<file path="src/rtl/uart_echo_sched.sv">
// Frame buffer controller: rx bytes -> 1Kx8 SDP RAM -> in-order echo to uart_tx. Optional TERM_BYTE close via UART_ECHO_TERM_EN.
// Latency: RAM write 1 clk after i_rx_dv; first o_tx_dv RD_LAT+4 clks after the closing byte's strobe.
// Backpressure: rx bytes arriving during echo are dropped and counted; tx waits on i_tx_active / i_tx_done.
module uart_echo_sched #(
    parameter int          FRAME_LEN = 10,
    parameter int          ADDR_W    = 10,
    parameter int          RD_LAT    = 1,
    parameter logic [7:0]  TERM_BYTE = 8'h0D
) (
    input  logic              clk,
    input  logic              i_rst_n,
    input  logic              i_rx_dv,
    input  logic [7:0]        i_rx_byte,
    output logic              o_mem_wr_en,
    output logic [ADDR_W-1:0] o_mem_wr_addr,
    output logic [7:0]        o_mem_wr_data,
    output logic              o_mem_rd_en,
    output logic [ADDR_W-1:0] o_mem_rd_addr,
    input  logic [7:0]        i_mem_rd_data,
    output logic              o_tx_dv,
    output logic [7:0]        o_tx_byte,
    input  logic              i_tx_active,
    input  logic              i_tx_done,
    output logic              o_busy,
    output logic [ADDR_W:0]   o_frame_len,
    output logic [7:0]        o_drop_cnt
);

`ifdef UART_ECHO_TERM_EN
    localparam bit TERM_EN = 1'b1;
`else
    localparam bit TERM_EN = 1'b0;
`endif

    localparam logic [ADDR_W-1:0] LAST_ADDR = ADDR_W'(FRAME_LEN - 1);
    localparam logic [ADDR_W-1:0] ONE_A     = 1;
    localparam logic [ADDR_W:0]   ONE_L     = 1;
    localparam logic [1:0]        LAT_LAST  = 2'(RD_LAT - 1);

    typedef enum logic [2:0] {S_IDLE, S_FILL, S_RD, S_RWAIT, S_SEND, S_TWAIT} state_t;

    state_t            state_q, state_d;
    logic [ADDR_W-1:0] wr_ptr_q, wr_ptr_d, rd_ptr_q, rd_ptr_d;
    logic              wr_en_q, wr_en_d;
    logic [ADDR_W-1:0] wr_addr_q, wr_addr_d;
    logic [7:0]        wr_data_q, wr_data_d;
    logic [ADDR_W:0]   frame_len_q, frame_len_d;
    logic [7:0]        tx_byte_q, tx_byte_d;
    logic              tx_dv_q, tx_dv_d;
    logic [7:0]        drop_q, drop_d;
    logic [1:0]        lat_q, lat_d;
    logic              accept, drop, close;

    always_comb begin
        state_d     = state_q;
        wr_ptr_d    = wr_ptr_q;
        rd_ptr_d    = rd_ptr_q;
        wr_en_d     = 1'b0;
        wr_addr_d   = wr_addr_q;
        wr_data_d   = wr_data_q;
        frame_len_d = frame_len_q;
        tx_byte_d   = tx_byte_q;
        tx_dv_d     = 1'b0;
        drop_d      = drop_q;
        lat_d       = lat_q;
        accept      = 1'b0;
        drop        = 1'b0;
        // The write issued last cycle decides closure; a byte landing in that same cycle is dropped.
        close = wr_en_q && ((wr_addr_q == LAST_ADDR) || (TERM_EN && (wr_data_q == TERM_BYTE)));

        case (state_q)
            S_IDLE: accept = i_rx_dv;
            S_FILL: begin
                if (close) begin
                    state_d     = S_RD;
                    frame_len_d = {1'b0, wr_addr_q} + ONE_L;
                    drop        = i_rx_dv;
                end else begin
                    accept = i_rx_dv;
                end
            end
            S_RD: begin
                drop    = i_rx_dv;
                lat_d   = '0;
                state_d = S_RWAIT;
            end
            S_RWAIT: begin
                drop = i_rx_dv;
                if (lat_q == LAT_LAST) begin
                    tx_byte_d = i_mem_rd_data;
                    state_d   = S_SEND;
                end else begin
                    lat_d = lat_q + 2'd1;
                end
            end
            S_SEND: begin
                drop = i_rx_dv;
                if (!i_tx_active) begin
                    tx_dv_d = 1'b1;
                    state_d = S_TWAIT;
                end
            end
            S_TWAIT: begin
                drop = i_rx_dv;
                if (i_tx_done) begin
                    if (({1'b0, rd_ptr_q} + ONE_L) == frame_len_q) begin
                        wr_ptr_d = '0;
                        rd_ptr_d = '0;
                        state_d  = S_IDLE;
                    end else begin
                        rd_ptr_d = rd_ptr_q + ONE_A;
                        state_d  = S_RD;
                    end
                end
            end
            default: state_d = S_IDLE;
        endcase

        if (accept) begin
            wr_en_d   = 1'b1;
            wr_addr_d = wr_ptr_q;
            wr_data_d = i_rx_byte;
            wr_ptr_d  = wr_ptr_q + ONE_A;
            state_d   = S_FILL;
        end
        if (drop && (drop_q != 8'hFF)) begin
            drop_d = drop_q + 8'd1;
        end
    end

    always_ff @(posedge clk or negedge i_rst_n) begin
        if (!i_rst_n) begin
            state_q     <= S_IDLE;
            wr_ptr_q    <= '0;
            rd_ptr_q    <= '0;
            wr_en_q     <= 1'b0;
            wr_addr_q   <= '0;
            wr_data_q   <= '0;
            frame_len_q <= '0;
            tx_byte_q   <= '0;
            tx_dv_q     <= 1'b0;
            drop_q      <= '0;
            lat_q       <= '0;
        end else begin
            state_q     <= state_d;
            wr_ptr_q    <= wr_ptr_d;
            rd_ptr_q    <= rd_ptr_d;
            wr_en_q     <= wr_en_d;
            wr_addr_q   <= wr_addr_d;
            wr_data_q   <= wr_data_d;
            frame_len_q <= frame_len_d;
            tx_byte_q   <= tx_byte_d;
            tx_dv_q     <= tx_dv_d;
            drop_q      <= drop_d;
            lat_q       <= lat_d;
        end
    end

    assign o_mem_wr_en   = wr_en_q;
    assign o_mem_wr_addr = wr_addr_q;
    assign o_mem_wr_data = wr_data_q;
    assign o_mem_rd_en   = (state_q == S_RD);
    assign o_mem_rd_addr = rd_ptr_q;
    assign o_tx_dv       = tx_dv_q;
    assign o_tx_byte     = tx_byte_q;
    assign o_busy        = (state_q != S_IDLE);
    assign o_frame_len   = frame_len_q;
    assign o_drop_cnt    = drop_q;

endmodule

</file>
<file path="config.mk">
export PLATFORM = sky130hd
export DESIGN_NAME = uart_echo_sched
export DESIGN_NICKNAME = d
export VERILOG_FILES = /design/src/rtl/uart_echo_sched.sv
export SDC_FILE = /design/constraint.sdc
export NUM_CORES = 1
export LEC_CHECK = 0
export BUFFER_PORTS_ARGS = -buffer_cell sky130_fd_sc_hd__buf_2
export CAP_MARGIN = 20
export CORE_MARGIN = 2
export CORE_UTILIZATION = 35
export CTS_BUF_LIST = sky130_fd_sc_hd__clkbuf_16
export DETAILED_ROUTE_END_ITERATION = 10
export GPL_TIMING_DRIVEN = 0
export PLACE_DENSITY = 0.54
export REMOVE_ABC_BUFFERS = 1
export SKIP_LAST_GASP = 1
export SLEW_MARGIN = 30
export SYNTH_ARGS = -nofsm -noshare
export SYNTH_HDL_FRONTEND = slang
export SYNTH_SLANG_ARGS = --single-unit
</file>
<file path="constraint.sdc">
create_clock -name clk -period 2.4 [get_ports clk]
set_clock_uncertainty 0.2 [all_clocks]
set_input_delay 0.12 -clock clk [delete_from_list [all_inputs] [get_ports clk]]
set_output_delay 0.12 -clock clk [all_outputs]
set_load 0.005 [all_outputs]
</file>
==> reports/qor.yml, run 1 <==
fmax_ghz: 0.422
slew_viol_final: 0
dp_hpwl_mm: 5.33
stdcell_area_um2: 4850
fin_crit_sh_pct: 98.8
antenna_found_initial: 0
synth_cell_type_count: 47
synth.most_common_cell: "nand2_1"
rows: 36
route.met2.wl_mm: 4.08
cts_buffers: 9
p_leak_nw: 2.30
critical_path_class: "flip-flop to flip-flop"
seqPwrFrac_pct: 39.3
die-height_um: 105
clk_latency_ps: 330
n_antenna_cell: 0
final_hold_viol_count: 0
clkTransAtPathRegs_ps: 60
cts_tree: "done"
synth-warning-count: 0
viasPerCell: 4.82
die-area_um2: 11000
grt_max_degree: 39
crit_path_end_kind: "flip-flop"
synth_seq_cells: 72
start_util_pct: 36.2
start_kind: "flip-flop"
gr-total-overflow: 0
met1Wirelength_mm: 3.87
cp_common_cell: "buf_6"
drt_wl_total_mm: 8.35
postPlaceCellArea_um2: 4050
required_ps: 2410
cpLargestDelayFamily: "simple AND/OR/NAND/NOR gates"
crit_buf_inv: 2
synth_area_leader_cell: "dfrtp_1"
cp_slowest_stage_delay_ps: 540
syn2layout_area_growth_pct: 36.3
synth_area_per_cell_um2: 9.72
hold_path_class: "input port to flip-flop"
timing.max_cap.violations: 0
core_um2: 9820
ir_drop_v: 0.000421
yosysTopAreaCellShare_pct: 50.7
grt_pass1_vias: 2992
cpMaxStageDelayCell: "or4b_4"
seq_area_um2: 1810
async_flop_share_pct: 100
post_drt_wl_per_cell_um: 13.5
yosys_most_used_dff: "dfrtp_1"
worstPathMaxFanout: 7
power.switching_w: 0.00160
met3_length_um: 345
ios: 80
max_slew_margin_pct: 55.9
ant_nets: 0
outcome: "finished, final reports clean"
crit_chain: "ha_4 -> nand3_4 -> or4b_4 -> a21oi_4 -> o21ai_4 -> nor3_4 -> buf_6 -> buf_6 -> nor3_1"
die_w_um: 105
ys_top_cells_by_area: "dfrtp_1, nand2_1, o21ai_0"
grt_use_total_pct: 16.1
arrival_ps: 2390
drc: 0
p_int_w: 0.00303
cts_max_level: 3
ys_top_cells_by_count: "nand2_1, dfrtp_1, o21ai_0, nand3_1, nor3_1"
syn-instance-count: 366
drtIter0Drc: 94
clock_path_buffers: 2
top_layer_used: "met4"
final_nets: 508
tns_ps: 0
pwr-share-clk_pct: 25.0
netSwitchingFraction_pct: 34.5
ys_seq_area_share_pct: 50.7
first_pass_iters: 4
io_buffers: 79
tightest_slew_ps: 660
power_frac_comb_pct: 35.7
cts_sinks: 72
drive_gt1_share_pct: 34.4
powerDensity_nw_per_um2: 955
place_congestion: 0.779
rsz0062_at_grt: "yes"
min_period_ps: 2370
root_buffer: "clkbuf_16"
mappedNetlistArea_um2: 3560
grt_pass1_wl_mm: 14.3
final-setup-viol-count: 0
multi_input_area_um2: 1810
total_power_w: 0.00463
vias: 2977
nFillCells: 934
synth_enable_flop_cells: 0
worst reg2reg max path: cells and delay by family, from the launching register on:
kind                       cells  cell delay (ps)
AOI/OAI and AO/OA              2              300
DFF                            1              410
buffers and inverters          2              260
adders and majority gates      1              210
and+or+nand+nor                4              880
metrics by stage:
stage	setup WS (ps)	std cells	hold slack, ps	util, %
2_1_floorplan	-184	351	-376	-
3_3_place_gp	-740	563	108	41.0
3_5_place_dp	-773	564	-82.1	41.2
4_1_cts	-37.2	607	39.7	47.3
5_1_grt	-74.5	618	85.3	49.4
6_report	28.5	618	49.3	49.4
worst paths after layout:
check / startpoint / to / slack, ps / cells after the start
max in group asynchronous: i_rst_n / o_mem_rd_addr[3] / 1320 / 3
setup reg to reg: o_mem_rd_addr[1] / wr_ptr_q[3] / 30 / 9
min in group asynchronous: i_rst_n / o_frame_len[4] / 110 / 2
setup / recovery: o_mem_rd_addr[1] / wr_ptr_q[3] / 30 / 9
hold / removal: i_tx_done / wr_ptr_q[0] / 50 / 3
hold reg to reg: o_mem_wr_data[7] / o_mem_wr_data[7] / 280 / 2
flip-flops by register name (all words and copies together), names as in the netlist:
register / cells
o_frame_len: 11
o_mem_rd_addr: 10
o_mem_wr_addr: 10
wr_ptr_q: 10
o_drop_cnt: 8
o_mem_wr_data: 8
o_tx_byte: 8
state_q: 3
lat_q: 2
o_mem_wr_en: 1
o_tx_dv: 1
kinds of logic (layout without fill, tap and decap cells):
family                     count (synthesis)  count (layout)  synth area share [%]
adders and majority gates                  6               6                  2.11
DFF                                       72              72                  50.7
buffers and inverters                     24             143                  3.66
AOI/OAI and AO/OA                         61              61                  10.4
xor gates and xnor gates                  22              22                  5.42
muxes                                     11              11                  3.41
and+or+nand+nor                          170             170                  24.3
repair_timing:
action | in CTS | in global routing
cloned | 0 | 1
setup buffers | 10 | 10
setup endpoints to repair | 47 | 38
gates resized for setup | 24 | 31
pin swaps | 5 | 20
endpoints found under the hold margin | 90 | 0
hold buffers | 18 | 0
cells in the final DEF, fill, tap and decap left out, types with 3 or more instances in the layout:
master and n:
o21ai_0 35, or4b_4 3, nor2_1 13, xnor2_1 13, buf_2 78, nand3_1 13, xor2_1 7, and3_1 10
nand2_1 73, inv_1 7, buf_4 18, o21ai_2 4, clkbuf_16 9, a31oi_1 4, dfrtp_1 67, clkinv_2 4
nand2b_1 6, and2_1 7, nand3_2 3, ha_1 4, nor2b_1 3, dlygate4sd3_1 18, nand4_1 6, buf_6 4
nor3_1 13, mux2_2 8, dfrtp_2 5, a21oi_1 3
metal layers:
| metal | vias to the layer above | GRT usage [%] |
|---|---|---|
| met5 | - | 0 |
| met4 | 0 | 5.90 |
| met3 | 4 | 4.12 |
| met2 | 64 | 26.5 |
| met1 | 1412 | 20.4 |
| li1 | 1497 | - |
power by group through the flow:
stage	Clock, W	Combinational (W)	Sequential [W]
after floorplan	0	0.000865	0.00182
after global placement	0	0.00136	0.00184
after detailed placement	0	0.00139	0.00185
after CTS	0.00120	0.00160	0.00182
after global routing	0.00125	0.00188	0.00188
final	0.00116	0.00165	0.00182
area by class of cell:
class                   instances  area share [%]
clock inverters                 6           0.568
well taps                     133            3.43
clock buffers                   9            4.65
flip-flops and latches         72            37.3
repair buffers                119            15.9
multi-input cells             270            37.4
inverters                       9           0.800
Power figures use the tool's default switching activity.
==> run 2: changes to the inputs <==
--- a/config.mk
+++ b/config.mk
@@ -13,6 +13,7 @@
 export DETAILED_ROUTE_END_ITERATION = 10
 export GPL_TIMING_DRIVEN = 0
 export PLACE_DENSITY = 0.54
+export RECOVER_POWER = 50
 export REMOVE_ABC_BUFFERS = 1
 export SKIP_LAST_GASP = 1
 export SLEW_MARGIN = 30
==> reports/qor.yml, run 2 (synthesized netlist as in run 1, its figures left out) <==
critical_path_class: "flip-flop to flip-flop"
hold_path_end: "wr_ptr_q[0]"
holdWs_ps: 48.2  # -1.14 ps
final-setup-viol-count: 0  # unchanged
instances_no_fill: 618  # unchanged
clkTransAtPathRegs_ps: 60  # about the same
antenna_found_initial: 0  # unchanged
ios: 80  # unchanged
final_hold_viol_count: 0  # unchanged
drt_wl_total_mm: 8.39  # +0.50%
cp_common_cell: "buf_6"
drc: 0  # unchanged
die-area_um2: 11000  # unchanged
rrSetupSlack_ps: 30  # about the same
slew_viol_final: 0  # unchanged
gr-total-overflow: 0  # unchanged
grt_use_total_pct: 16.1  # unchanged
drive_gt1_share_pct: 33.6  # -0.82 points
postPlaceCellArea_um2: 4050  # unchanged
core_um2: 9820  # unchanged
final_nets: 508  # unchanged
min_path_cells: 3  # unchanged
arrival_ps: 2390  # about the same
dpl.cell_count: 564  # unchanged
n_antenna_cell: 0  # unchanged
mostFrequentLayoutCell: "buf_2"
vias: 2999  # +0.74%
clock_path_buffers: 2  # unchanged
dp_hpwl_mm: 5.33  # unchanged
cpLargestDelayFamily: "simple AND/OR/NAND/NOR gates"
crit_buf_inv: 2  # unchanged
ir_drop_v: 0.000414  # -1.7%
grt_pass1_wl_mm: 14.3  # unchanged
stdcell_area_um2: 4830  # -0.41%
fin_crit_sh_pct: 98.9  # about the same
powerDensity_nw_per_um2: 958  # +0.34%
cts_tree: "done"
required_ps: 2420  # about the same
rsz0062_at_grt: "yes"
p_leak_nw: 2.28  # -0.89%
cts_max_level: 3  # unchanged
start_util_pct: 36.2  # unchanged
syn2layout_area_growth_pct: 35.7
rows: 36  # unchanged
die_w_um: 105  # unchanged
utilization_pct: 49.2  # -0.20 points
rr_worst_depth: 9  # unchanged
timing.rr.end: "wr_ptr_q[7]"
worstPathMaxFanout: 7  # unchanged
largest_register_ffs: 11  # unchanged
cts_buffers: 9  # unchanged
post_drt_wl_per_cell_um: 13.6  # +0.50%
grt_pass1_vias: 2992  # unchanged
grt_max_degree: 39  # unchanged
crit_chain: "ha_4 -> nand3_4 -> or4b_4 -> a21oi_4 -> o21ai_4 -> nor3_4 -> buf_6 -> buf_6 -> nor3_1"
final_cell_mix: "buf_2, nand2_1, dfrtp_1"
cts_sinks: 72  # unchanged
outcome: "finished, final reports clean"
ant_nets: 0  # unchanged
die-height_um: 105  # unchanged
first_pass_iters: 4  # unchanged
timing.max_cap.violations: 0  # unchanged
max_slew_margin_pct: 40.0  # -16 points
cp.depth: 9  # unchanged
cpMaxStageDelayCell: "or4b_4"
tightest_slew_ps: 900  # +240 ps
reg2reg_from: "o_mem_rd_addr[1]"
root_buffer: "clkbuf_16"
start_kind: "flip-flop"
drtIter0Drc: 103  # +9.6%
crit_path_end_kind: "flip-flop"
fmax_ghz: 0.421  # about the same
clk_latency_ps: 330  # about the same
place_congestion: 0.779  # unchanged
cp_slowest_stage_delay_ps: 540  # about the same
min_period_ps: 2370  # +2.25 ps
io_buffers: 79  # unchanged
tns_ps: 0  # unchanged
min_from: "i_tx_done"
viasPerCell: 4.85  # +0.74%
hold_path_class: "input port to flip-flop"
## run 2: final cells by class
class	count	area, um^2
inverters	9	38.8
repair buffers	119	751
well taps	133	166
multi-input cells	270	1810
fillers	939	4990
flip-flops and latches	72	1810
clock buffers	9	225
clock inverters	6	27.5
## run 2: timing repair
action,4_1_cts,5_1_grt
gates resized for setup,24,31
hold buffers,18,0
gates cloned,0,1
pin swaps,5,20
buffers inserted,10,10
endpoints found under the hold margin,90,0
endpoints found under the setup margin,47,38
## run 2: routing by layer
| metal | wire, um | up-vias | share of wire [%] | track usage, % |
|---|---|---|---|---|
| li1 | - | 1498 | - | - |
| met1 | 3940 | 1426 | 47 | 20.4 |
| met2 | 4010 | 65 | 48 | 26.5 |
| met3 | 317 | 10 | 3.8 | 4.12 |
| met4 | 117 | 0 | 1.4 | 5.90 |
| met5 | 0 | - | 0 | 0 |
## run 2: how the worst max path moves through the flow
stage                      from               end  slack [ps]
5_1_grt        o_mem_rd_addr[1]       wr_ptr_q[4]         -70
3_5_place_dp   o_mem_rd_addr[0]  o_mem_rd_addr[6]        -770
3_3_place_gp   o_mem_wr_addr[1]       wr_ptr_q[9]        -740
6_report       o_mem_rd_addr[1]       wr_ptr_q[7]          30
4_1_cts        o_mem_wr_addr[1]     o_drop_cnt[1]         -40
2_1_floorplan  o_mem_wr_addr[1]       wr_ptr_q[9]        -180
## run 2: worst min-delay path, stage by stage
cell,delay (ps)
buf_2,110
and3_1,200
a31oi_1,100
## run 2: power breakdown
part / total [W] / internal [W] / switching, W
Sequential: 0.00182 / 0.00153 / 0.000295
Combinational: 0.00164 / 0.000821 / 0.000823
Clock: 0.00116 / 0.000678 / 0.000484
Total: 0.00463 / 0.00302 / 0.00160
## run 2: metrics by stage
stage / power (W) / setup WS [ps]
global placement: 0.00320 / -740
detailed placement: 0.00324 / -773
CTS: 0.00462 / -37.2
global route: 0.00500 / -74.5
finish: 0.00463 / 26.3
floorplan: 0.00268 / -184
